[config.mk]
export PLATFORM = sky130hd
export DESIGN_NAME = fpga
export DESIGN_NICKNAME = d
export VERILOG_FILES = /design/src/rtl/fpga.sv
export SDC_FILE = /design/constraint.sdc
export NUM_CORES = 1
export LEC_CHECK = 0
export CAP_MARGIN = 30
export CORE_AREA = 2 2 460 462
export DETAILED_ROUTE_END_ITERATION = 6
export DIE_AREA = 0 0 462 464
export GPL_ROUTABILITY_DRIVEN = 1
export GPL_TIMING_DRIVEN = 0
export PLACE_DENSITY = 0.32
export SETUP_SLACK_MARGIN = 0.1
export SYNTH_ARGS = -nofsm -noshare
export SYNTH_HDL_FRONTEND = slang
export SYNTH_SLANG_ARGS = --single-unit
[constraint.sdc]
create_clock -name clock -period 3.3 [get_ports clock]
set_clock_uncertainty 0.15 [all_clocks]
set_input_delay 0.66 -clock clock [delete_from_list [all_inputs] [get_ports clock]]
set_output_delay 0.66 -clock clock [all_outputs]
set_load 0.02 [all_outputs]
[src/rtl/fpga.sv]
// 16-node single-wire bus serialiser: lowest requesting node's frame goes out MSB first.
// Define FPGA_CRC_GEN_EN to replace the CRCn inputs with an internal CRC-4 (x^4+x+1).
module fpga #(
    parameter int FRAME_LEN = 84,
    parameter int EOF_LEN   = 7
) (
    input  logic        clock,
    input  logic        reset,
    input  logic [3:0]  CRC1,  CRC2,  CRC3,  CRC4,  CRC5,  CRC6,  CRC7,  CRC8,
    input  logic [3:0]  CRC9,  CRC10, CRC11, CRC12, CRC13, CRC14, CRC15, CRC16,
    input  logic [63:0] Data1,  Data2,  Data3,  Data4,  Data5,  Data6,  Data7,  Data8,
    input  logic [63:0] Data9,  Data10, Data11, Data12, Data13, Data14, Data15, Data16,
    input  logic [3:0]  receiverAddr1,  receiverAddr2,  receiverAddr3,  receiverAddr4,
    input  logic [3:0]  receiverAddr5,  receiverAddr6,  receiverAddr7,  receiverAddr8,
    input  logic [3:0]  receiverAddr9,  receiverAddr10, receiverAddr11, receiverAddr12,
    input  logic [3:0]  receiverAddr13, receiverAddr14, receiverAddr15, receiverAddr16,
    input  logic [15:0] mod,
    output logic        bus_show
);
    localparam int SH_W = FRAME_LEN - 1;
    localparam logic [6:0] LAST = 7'(FRAME_LEN - 1);

    typedef enum logic {IDLE, TX} state_t;

    logic [15:0][63:0] data_a;
    logic [15:0][3:0]  crc_a;
    logic [15:0][3:0]  rcv_a;

    assign data_a = {Data16, Data15, Data14, Data13, Data12, Data11, Data10, Data9,
                     Data8,  Data7,  Data6,  Data5,  Data4,  Data3,  Data2,  Data1};
    assign crc_a  = {CRC16, CRC15, CRC14, CRC13, CRC12, CRC11, CRC10, CRC9,
                     CRC8,  CRC7,  CRC6,  CRC5,  CRC4,  CRC3,  CRC2,  CRC1};
    assign rcv_a  = {receiverAddr16, receiverAddr15, receiverAddr14, receiverAddr13,
                     receiverAddr12, receiverAddr11, receiverAddr10, receiverAddr9,
                     receiverAddr8,  receiverAddr7,  receiverAddr6,  receiverAddr5,
                     receiverAddr4,  receiverAddr3,  receiverAddr2,  receiverAddr1};

    state_t          state, state_n;
    logic [6:0]      cnt, cnt_n;
    logic [SH_W-1:0] sh, sh_n;
    logic            bus_n;
    logic [3:0]      sel;
    logic [3:0]      crc_sel;
    logic [SH_W-1:0] load;

`ifdef FPGA_CRC_GEN_EN
    function automatic logic [3:0] crc4(input logic [71:0] m);
        logic [3:0] c;
        logic       fb;
        c = '0;
        for (int i = 71; i >= 0; i--) begin
            fb = c[3] ^ m[i];
            c  = {c[2:0], 1'b0} ^ {2'b00, fb, fb};
        end
        return c;
    endfunction
    assign crc_sel = crc4({sel, rcv_a[sel], data_a[sel]});
`else
    assign crc_sel = crc_a[sel];
`endif

    // Scan high to low so the lowest set request bit is the one left standing.
    always_comb begin
        sel = '0;
        for (int i = 15; i >= 0; i--)
            if (mod[i]) sel = 4'(i);
    end

    assign load = {sel, rcv_a[sel], data_a[sel], crc_sel, {EOF_LEN{1'b1}}};

    always_comb begin
        state_n = state;
        cnt_n   = cnt;
        sh_n    = sh;
        bus_n   = bus_show;
        if (state == TX && cnt != LAST) begin
            bus_n = sh[SH_W-1];
            sh_n  = {sh[SH_W-2:0], 1'b1};
            cnt_n = cnt + 7'd1;
        end else if (mod != '0) begin
            // Frame start from idle or straight after the last EOF bit; SOF is bit 0.
            state_n = TX;
            bus_n   = 1'b0;
            sh_n    = load;
            cnt_n   = '0;
        end else begin
            state_n = IDLE;
            bus_n   = 1'b1;
            cnt_n   = '0;
        end
    end

    always_ff @(posedge clock) begin
        if (reset) begin
            state    <= IDLE;
            cnt      <= '0;
            sh       <= '1;
            bus_show <= 1'b1;
        end else begin
            state    <= state_n;
            cnt      <= cnt_n;
            sh       <= sh_n;
            bus_show <= bus_n;
        end
    end
endmodule

==> flow_summary.yaml <==
run_status:
  outcome: "finished clean"
floorplan:
  fp-row-count: 168
  top_level_ports: 1171
  die_area_sq_um: 214000
  floorplan.initialDensity: 0.0622
  core_sq_um: 209000
  chipWidth_um: 462
  die_height_um: 464
synthesis:
  synth_most_common_cell: "nand3_1"
  syn_avg_cell_area_sq_um: 9.36
  synthArstFlopShare: 0
  synth_cell_types: 51
  synth_nets: 2562
  synth_top_area_cell: "mux4_2"
  synthCells: 1391
  synth-edff-count: 0
  synth_common_cells: "nand3_1, o21ai_0, a221o_1, mux2_2, mux4_2"
  ys_ff_latch: 85
  synth_area_sq_um: 13000
  ys_seq_area_frac: 0.131
  yosysWarnings: 0
  synth_top_area_frac: 0.246
  yosys_most_used_dff: "dfxtp_1"
  synth.area.top_cells: "mux4_2, dfxtp_1, mux2_2, nand3_1, a221o_1"
timing:
  min_period_ps: 3200
  max-slew-margin-rel: 0.383
  post-route-period-util: 0.971
  grt_setup_unrepaired: "false"
  drv_slew: 0
  setup_viol: 0
  fmax_mhz: 312
  final-hold-violation-count: 0
  worst_pin_slew_ps: 926
critical_path:
  cp-start-kind: "input pin"
  crit_cells: 11
  cp_cell_sequence: "dlygate4sd2_1, nor4_4, a21oi_4, buf_12, clkbuf_16, buf_16, clkbuf_2, o21ai_0, nand3_1, a32o_1, a211o_1"
  worst-path-buf-inv: 5
  end_kind: "flip-flop"
  crit_type: "input pin to flip-flop"
  ff2ff_path_depth: 11
  slowest_delay_ps: 430
  path_max_fanout: 10
  crit_family: "compound AO/OA/AOI/OAI gates"
  worstPathRequired_ps: 3510
  arrival_ps: 3410
  cp_slowest_cell: "o21ai_0"
cells_and_area:
  syn_to_final_growth_pct: 135
  fillCellCount: 23742
  fin_nets: 3818
  drive_gt1_frac: 0.216
  final_area_sq_um: 30600
routing:
  detail_route.wl_per_cell_um: 37.7
  route.detailed.drc: 0
  dr.pass1.iters: 6
  wl_mm: 207
  drtIter0Drc: 1724
  drtAntennaViolNets: 0
  vias: 20615
  viasPerCell: 3.75
global_routing:
  grt_pass1_vias: 20901
  grt_pass1_wl_mm: 249
  grt_max_degree: 17
  grtUsageTotal: 0.186
  grt_overflow: 0
  antenna_found_initial: 200
power_and_ir_drop:
  power_density_nw_per_um2: 212
  ir_worst_vdd_uv: 354
  p_leak_nw: 9.93
  power_mw: 6.48
clock_tree:
  clock_latency_ps: 490
  cts_hold_buf: 0
  clockBufferDepth: 2
  htree_levels: 3
  cts_tree: "done"
  cts_root_buffer: "clkbuf_16"
  clock_sinks: 85
  clkTransAtPathRegs_ps: 80
  cts_made_buffers: 9
place:
  io_buffers: 1167
  hpwl_mm: 187
  placed_cell_area_sq_um: 28900
  gp_congestion: 0.924
min_path:
  holdPathStages: 2
  hold_class: "flip-flop to flip-flop"
flow_run:
  cap_viol_max_count: 0
-- worst reg2reg max path, delay by kind of cell (launching register included) --
kind,cells,cell delay [ps]
adder cells (fa/ha/maj),1,220
AO/OA/AOI/OAI,4,1150
buffers and inverters,4,900
AND/OR/NAND/NOR,2,220
flip-flops,1,340
-- cells in the final DEF (no fill, tap or decap), types with 4 or more instances in the layout --
cell | netlist | layout
a32o_2 | 0 | 14
buf_6 | 3 | 20
inv_1 | 5 | 5
clkdlybuf4s50_1 | 0 | 1153
nor3_1 | 14 | 11
a211o_1 | 71 | 71
nand2b_1 | 4 | 4
buf_2 | 44 | 20
o21ai_2 | 2 | 7
diode_2 | 0 | 44
xor2_1 | 4 | 4
nand3_1 | 291 | 277
o21ai_0 | 146 | 132
mux4_2 | 142 | 142
and3_1 | 4 | 4
clkbuf_16 | 0 | 17
buf_4 | 2 | 44
o211ai_1 | 6 | 6
dfxtp_1 | 85 | 85
nand3_2 | 0 | 12
clkbuf_2 | 0 | 48
a211oi_1 | 4 | 4
nand2_1 | 10 | 9
a221o_1 | 142 | 142
mux2_2 | 142 | 141
clkbuf_1 | 128 | 67
buf_8 | 0 | 7
nor3_4 | 0 | 4
clkbuf_4 | 0 | 16
nor2_1 | 11 | 10
buf_12 | 0 | 27
a32o_1 | 71 | 57
buf_16 | 0 | 16
o21ai_1 | 1 | 8
nor4_4 | 1 | 4
-- timing repair --
action,in CTS,in global routing
gates cloned,2,1
resized for setup,251,81
setup buffers,36,5
pin swaps,18,10
endpoints found under the setup margin,76,72
-- layer usage --
layer  track usage  part of all wire  vias up
met2         0.316              0.48     1482
met5             0            0.0041        -
met4        0.0467             0.024      130
li1              -                 -     8508
met1         0.208              0.38    10159
met3        0.0841              0.11      336
-- sequential cells by signal (all words and copies together), names as in the netlist --
signal,count
bus_show,1
cnt,7
state,1
sh,76
-- area by class of cell --
cell class | count | area [sq um] | share of cell area
Buffer | 185 | 1360 | 0.0445
Tap cell | 2805 | 3510 | 0.115
Timing Repair Buffer | 1248 | 12800 | 0.418
Clock inverter | 7 | 104 | 0.00339
Antenna cell | 44 | 110 | 0.00360
Sequential cell | 85 | 1700 | 0.0556
Multi-Input combinational cell | 1113 | 10800 | 0.352
Inverter | 5 | 18.8 | 0.000613
Clock buffer | 9 | 225 | 0.00736
-- where the power goes --
group	switching [mW]	leakage, nW	internal, mW
combinational	1.65	9.06	2.23
clock	0.731	0.161	0.675
sequential	0.0762	0.708	1.11
total	2.46	9.93	4.02
-- final timing paths --
check | start | endpoint | slack [ps]
worst min-delay path | sh[82]$_SDFFE_PP1P_ | bus_show$_SDFF_PP1_ | 300
worst max-delay path | mod[10] | sh[21]$_SDFFE_PP1P_ | 100
worst min register to register | sh[82]$_SDFFE_PP1P_ | bus_show$_SDFF_PP1_ | 300
worst max register to register | cnt[0]$_SDFF_PP0_ | sh[22]$_SDFFE_PP1P_ | 230
-- through the flow --
step           std cells  utilization  hold slack (ps)  TNS [ps]  worst slack, ps
6_report            5501        0.146              301         0             97.2
5_1_grt             5473        0.146              333         0              105
4_1_cts             5451        0.145              300         0             37.4
3_5_place_dp        5400        0.138              286   -159600            -2320
3_3_place_gp        5363        0.135              293   -386450            -5310
2_1_floorplan       1391            -              268         0              172
-- kinds of logic (layout without fill, tap and decap cells) --
family          after synthesis  after routing  share of synthesized area
compound gates              468            468                      0.292
xor+xnor                      5              5                    0.00336
fa+ha+maj                     1              1                   0.000961
buf+inv                     193           1454                     0.0622
flops                        85             85                      0.131
mux                         287            287                      0.371
other cells                   0             44                          0
simple gates                352            352                      0.140
Note: power is estimated with default switching activity, not from simulation.
